[src/rtl/acc_pkg.sv]
// acc_pkg: accelerator C-channel request/response payload types
// and the port-index width helper shared by the C-channel arbiter.
package acc_pkg;

  localparam int unsigned AccDataW = 32;

  typedef struct packed {
    logic [31:0]               addr;
    logic [31:0]               instr_data;
    logic [2:0][AccDataW-1:0]  rs;
    logic [31:0]               hart_id;
  } acc_c_q_t;

  typedef struct packed {
    logic [AccDataW-1:0] data;
    logic                error;
    logic                dualwb;
    logic [4:0]          rd;
    logic [31:0]         hart_id;
  } acc_c_p_t;

  // AccArbIdxW: $clog2(NumReq), never narrower than one bit
  function automatic int unsigned acc_arb_idx_w(int unsigned n);
    return (n > 1) ? $clog2(n) : 1;
  endfunction

endpackage

[src/rtl/acc_c_arb_fifo.sv]
// acc_c_arb_fifo: in-order FIFO of granted port indices.
// Ports: push_i/data_i write, pop_i read, full_o/empty_o, head_o, count_o.
module acc_c_arb_fifo #(
  parameter int unsigned Depth = 4,
  parameter int unsigned Width = 1
) (
  input  logic                     clk_i,
  input  logic                     rst_ni,
  input  logic                     push_i,
  input  logic [Width-1:0]         data_i,
  input  logic                     pop_i,
  output logic                     full_o,
  output logic                     empty_o,
  output logic [Width-1:0]         head_o,
  output logic [$clog2(Depth):0]   count_o
);

  localparam int unsigned PtrW = $clog2(Depth);
  localparam int unsigned CntW = PtrW + 1;

  logic [Width-1:0] mem_q [Depth];
  logic [PtrW-1:0]  wptr_q;
  logic [PtrW-1:0]  rptr_q;
  logic [CntW-1:0]  cnt_q;
  logic             push_en;
  logic             pop_en;

  assign full_o  = (cnt_q == CntW'(Depth));
  assign empty_o = (cnt_q == '0);
  assign head_o  = mem_q[rptr_q];
  assign count_o = cnt_q;

  // a full FIFO never accepts a push, even alongside a pop
  assign push_en = push_i & ~full_o;
  assign pop_en  = pop_i & ~empty_o;

  always_ff @(posedge clk_i or negedge rst_ni) begin
    if (!rst_ni) begin
      for (int i = 0; i < Depth; i++) mem_q[i] <= '0;
      wptr_q <= '0;
      rptr_q <= '0;
      cnt_q  <= '0;
    end else begin
      if (push_en) begin
        mem_q[wptr_q] <= data_i;
        wptr_q        <= wptr_q + 1'b1;
      end
      if (pop_en) rptr_q <= rptr_q + 1'b1;
      cnt_q <= cnt_q + CntW'(push_en) - CntW'(pop_en);
    end
  end

endmodule

[src/rtl/acc_c_arbiter.sv]
// acc_c_arbiter: shares one accelerator C-channel among NumReq ports.
// Ports: req_q_* per-port requests, req_p_* per-port responses,
// acc_q_*/acc_p_* shared channel, outstanding_o in-flight count,
// resp_err_o sticky "response with nothing in flight".
// ACC_C_ARB_RR_EN defined: round-robin; undefined: lowest index wins.
module acc_c_arbiter
  import acc_pkg::*;
#(
  parameter int unsigned NumReq         = 2,
  parameter int unsigned MaxOutstanding = 4,
  parameter int unsigned DataWidth      = 32
) (
  input  logic                          clk_i,
  input  logic                          rst_ni,
  input  logic [NumReq-1:0]             req_q_valid_i,
  output logic [NumReq-1:0]             req_q_ready_o,
  input  acc_c_q_t [NumReq-1:0]         req_q_t_i,
  output logic [NumReq-1:0]             req_p_valid_o,
  input  logic [NumReq-1:0]             req_p_ready_i,
  output acc_c_p_t [NumReq-1:0]         req_p_t_o,
  output logic                          acc_q_valid_o,
  input  logic                          acc_q_ready_i,
  output acc_c_q_t                      acc_q_t_o,
  input  logic                          acc_p_valid_i,
  output logic                          acc_p_ready_o,
  input  acc_c_p_t                      acc_p_t_i,
  output logic [$clog2(MaxOutstanding):0] outstanding_o,
  output logic                          resp_err_o
);

  localparam int unsigned IdxW = acc_arb_idx_w(NumReq);

  if (DataWidth != AccDataW) begin : g_dw_chk
    $error("DataWidth must match acc_pkg::AccDataW");
  end

  logic                 full;
  logic                 empty;
  logic [IdxW-1:0]      head;
  logic [NumReq-1:0]    elig;
  logic                 arb_any;
  logic [IdxW-1:0]      arb_idx;
  logic [IdxW-1:0]      grant;
  logic                 q_hs;
  logic                 p_hs;
  logic                 lock_q;
  logic [IdxW-1:0]      grant_idx_q;
  logic                 err_q;

  // full comes from registered count only, so the response side
  // never reaches acc_q_valid_o combinationally
  assign elig = req_q_valid_i & {NumReq{~full}};

`ifdef ACC_C_ARB_RR_EN
  logic [IdxW-1:0] rr_ptr_q;

  always_comb begin
    int unsigned k;
    arb_any = 1'b0;
    arb_idx = '0;
    for (int unsigned i = 0; i < NumReq; i++) begin
      k = (32'(rr_ptr_q) + i) % NumReq;
      if (!arb_any && elig[IdxW'(k)]) begin
        arb_any = 1'b1;
        arb_idx = IdxW'(k);
      end
    end
  end

  always_ff @(posedge clk_i or negedge rst_ni) begin
    if (!rst_ni) begin
      rr_ptr_q <= '0;
    end else if (q_hs) begin
      rr_ptr_q <= IdxW'((32'(grant) + 32'd1) % NumReq);
    end
  end
`else
  always_comb begin
    arb_any = 1'b0;
    arb_idx = '0;
    for (int unsigned i = 0; i < NumReq; i++) begin
      if (!arb_any && elig[IdxW'(i)]) begin
        arb_any = 1'b1;
        arb_idx = IdxW'(i);
      end
    end
  end
`endif

  // a stalled grant is frozen until its handshake
  assign grant         = lock_q ? grant_idx_q : arb_idx;
  assign acc_q_valid_o = rst_ni & (lock_q | arb_any);
  assign acc_q_t_o     = rst_ni ? req_q_t_i[grant] : '0;
  assign q_hs          = acc_q_valid_o & acc_q_ready_i;

  always_comb begin
    req_q_ready_o = '0;
    if (q_hs) req_q_ready_o[grant] = 1'b1;
  end

  always_ff @(posedge clk_i or negedge rst_ni) begin
    if (!rst_ni) begin
      lock_q      <= 1'b0;
      grant_idx_q <= '0;
      err_q       <= 1'b0;
    end else begin
      if (q_hs) begin
        lock_q <= 1'b0;
      end else if (acc_q_valid_o) begin
        lock_q      <= 1'b1;
        grant_idx_q <= grant;
      end
      if (acc_p_valid_i && empty) err_q <= 1'b1;
    end
  end

  // responses route to the FIFO head; nothing routes when empty
  assign acc_p_ready_o = ~empty & req_p_ready_i[head];
  assign p_hs          = acc_p_valid_i & acc_p_ready_o;
  assign resp_err_o    = err_q;

  always_comb begin
    req_p_valid_o = '0;
    if (acc_p_valid_i && !empty) req_p_valid_o[head] = 1'b1;
  end

  always_comb begin
    for (int i = 0; i < NumReq; i++) begin
      req_p_t_o[i] = rst_ni ? acc_p_t_i : '0;
    end
  end

  acc_c_arb_fifo #(
    .Depth (MaxOutstanding),
    .Width (IdxW)
  ) i_fifo (
    .clk_i   (clk_i),
    .rst_ni  (rst_ni),
    .push_i  (q_hs),
    .data_i  (grant),
    .pop_i   (p_hs),
    .full_o  (full),
    .empty_o (empty),
    .head_o  (head),
    .count_o (outstanding_o)
  );

endmodule

[config.mk]
export PLATFORM = sky130hd
export DESIGN_NAME = acc_c_arbiter
export DESIGN_NICKNAME = d
export VERILOG_FILES = /design/src/rtl/acc_pkg.sv /design/src/rtl/acc_c_arb_fifo.sv /design/src/rtl/acc_c_arbiter.sv
export SDC_FILE = /design/constraint.sdc
export NUM_CORES = 1
export LEC_CHECK = 0
export BUFFER_PORTS_ARGS = -buffer_cell sky130_fd_sc_hd__buf_2
export CORE_AREA = 2 2 316 318
export DETAILED_ROUTE_END_ITERATION = 8
export DIE_AREA = 0 0 318 320
export HOLD_SLACK_MARGIN = 0.06
export SLEW_MARGIN = 15
export SYNTH_ARGS = -nofsm -noshare
export SYNTH_HDL_FRONTEND = slang
export SYNTH_SLANG_ARGS = --single-unit
[constraint.sdc]
create_clock -name clk_i -period 3.6 [get_ports clk_i]
set_input_delay 0.72 -clock clk_i [delete_from_list [all_inputs] [get_ports clk_i]]
set_output_delay 0.72 -clock clk_i [all_outputs]
set_load 0.05 [all_outputs]
==> reports/metrics.yaml <==
layout:
  n_fill_cell: 11520
  drive_above_1_share_pct: 53.90
  finish.utilization_pct: 11.51
  fin_nets: 2035
  area_growth_pct: 126.0
setup_path:
  path_class: "flip-flop to output port"
  worst_setup_path_end_kind: "output port"
  worstPathMaxFanout: 47
  cp.required_ns: 2.88
  crit_arrival_ns: 2.77
  cp-start-kind: "flip-flop"
placed_design:
  dp_hpwl_mm: 66.39
  place.gp.congestion: 0.8610
  numPortBuffers: 806
  pre_cts_slack_ns: 0.1626
global_route:
  antenna_found_initial: 75
  overflow: 0
  grt_max_degree: 98
  grt_usage_pct: 13.41
  grt_pass1_wl_mm: 88.70
  grt_pass1_vias: 8342
logic_synthesis:
  yosys.area.top_type: "nand2_1"
  syn-num-nets: 1337
  syn_inst: 867
  yosysSeqAreaShare_pct: 7.018
  synth_area_leaders: "nand2_1, a21boi_1, buf_4"
  ys.flop_type: "dfrtp_1"
  synth_area_per_cell_um2: 5.758
  netlist_top_cells_count: "nand2_1, a21boi_1, buf_4"
  synth-async-reset-ratio_pct: 100.0
  ys.warnings.count: 0
  syn_area_um2: 4992
  synth_top_cell_area_share_pct: 29.02
  synth_seq_cells: 14
  synth.distinct_cells: 31
  synth.most_common_cell: "nand2_1"
  synth_edf_count: 0
sta:
  tns_ns: 0
  finalSetupViolations: 0
  min_period_over_period_pct: 96.93
  post-route-min-period_ns: 3.489
  hold_violations: 0
  clock.fmax_ghz: 0.2866
  relSlewSlack_pct: 68.57
  skew_ns: 0.005595
  postLayoutSetupSlackWorst_ns: 0.1105
  finalMaxSlewViolations: 0
  worst_pin_slew_ns: 0.4714
route:
  via_per_inst: 3.116
  drt_iter0_markers: 435
  ant_nets: 0
  drc_errors: 0
  drt_wl_total_mm: 72.47
  vias: 8936
  dr.pass1.iters: 4
  wire_per_inst_um: 25.27
cts:
  cts_tree: "yes"
  clockBufferDepth: 2
  cts-root-buf: "clkbuf_16"
  clock_latency_ns: 0.24
  cts.sinks: 14
  clk_pin_slew_ns: 0.05
  cts-hold-fix-buffers: 0
  ctsHtreeMaxLevel: 1
  cts_buffers: 3
floorplanning:
  core_region_area_um2: 97990
  die_height_um: 320
  initial_utilization_pct: 5.095
  fp.dieW_um: 318
  die-area_um2: 101800
  io_pins: 807
  placementRows: 115
flow_run:
  maxCapViolCount: 0
pwr:
  peakVddDrop_mv: 0.2471
  powerDensity_nw_per_um2: 498.4
  power.leakage_nw: 5.907
status:
  outcome: "finished clean"
hold_path:
  hold_path_class: "input pin to async pin"
==> timing repair <==
item                       in CTS  in global routing
pin swaps                       0                  1
resized for setup               2                  1
setup buffers                   0                  3
setup endpoints to repair       2                  6
gates cloned                    0                  1
==> flip-flops by register name, summed over array words and instances, names as in the netlist <==
register        flops
i_fifo.rptr_q       2
resp_err_o          1
grant_idx_q         1
i_fifo.count_o      3
i_fifo.mem_q        4
i_fifo.wptr_q       2
lock_q              1
==> metal layers <==
| metal | vias up | share of wire [%] | track usage, % |
|---|---|---|---|
| met5 | - | 0.22 | 0 |
| met4 | 26 | 2.3 | 2.011 |
| met3 | 120 | 16 | 8.815 |
| met2 | 617 | 43 | 21.08 |
| met1 | 4049 | 39 | 15.35 |
| li1 | 4124 | - | - |
==> critical path, cell delays in order (launching register included) <==
cell and delay [ns]:
dfrtp_1 0.46, or3b_1 0.48, a32oi_4 0.30, buf_4 0.23, buf_6 0.39, nand2_1 0.10
a21boi_1 0.13, buf_2 0.36
==> cells by family (layout without fill, tap and decap cells) <==
kind of cell    after synthesis  after routing  synth area share (%)
compound gates              210            210                 31.40
xor+xnor                      4              4                0.7019
fa+ha+maj                     7              7                 1.905
buf+inv                     151            848                 17.97
flops                        14             14                 7.018
mux                           6              6                 1.203
other cells                   0             17                     0
simple gates                475            475                 39.80
==> power by group <==
group / internal, mW / total (mW) / switching, mW
Combinational: 1.49 / 5.07 / 3.58
Clock: 0.168 / 0.235 / 0.0664
Sequential: 0.236 / 0.316 / 0.0799
Total: 1.90 / 5.62 / 3.72
==> path summary, 6_finish.rpt <==
kind	depth (start not counted)	endpoint	from	slack [ns]
max reg2reg	11	i_fifo.count_o[2]	i_fifo.rptr_q[1]	1.04
max	7	acc_q_t_o[54]	i_fifo.count_o[1]	0.11
min in group clk_i	1	resp_err_o	resp_err_o	0.45
min	1	grant_idx_q	rst_ni	0.34
min reg2reg	1	resp_err_o	resp_err_o	0.45
max in group asynchronous	1	i_fifo.rptr_q[0]	rst_ni	3.01
==> through the flow <==
| step | instance area, µm² | hold slack, ns | total power [mW] | cells |
|---|---|---|---|---|
| 2_1_floorplan | 4992 | 0.4244 | 3.310 | 867 |
| 3_3_place_gp | 11110 | 0.4372 | 5.418 | 2843 |
| 3_5_place_dp | 11110 | 0.4451 | 5.446 | 2843 |
| 4_1_cts | 11200 | 0.3593 | 5.696 | 2847 |
| 5_1_grt | 11260 | 0.3554 | 6.011 | 2861 |
| 6_report | 11280 | 0.3438 | 5.623 | 2868 |
==> area by class of cell <==
| cell class | count | area [µm²] | area share, % |
|---|---|---|---|
| inverters | 8 | 30.03 | 0.2662 |
| multi-input cells | 702 | 3771 | 33.43 |
| clock buffers | 4 | 88.84 | 0.7874 |
| repair buffers | 836 | 5389 | 47.77 |
| flip-flops and latches | 14 | 350.3 | 3.105 |
| diodes | 17 | 42.54 | 0.3771 |
| well taps | 1287 | 1610 | 14.27 |
==> placed cells by master (no fill, tap or decap), types with 2 or more instances in the layout <==
cell type	instances
nor2_1	9
a21boi_0	18
a31oi_1	4
mux2i_1	6
a21oi_1	4
buf_4	17
buf_12	75
nor3b_1	2
diode_2	17
and2_1	71
dfrtp_1	14
inv_1	8
nand2_1	386
xnor2_1	3
clkbuf_16	4
buf_2	741
o21ai_0	3
ha_1	6
a21boi_1	174
nand3_1	2
Note: power is estimated with default switching activity, not from simulation.
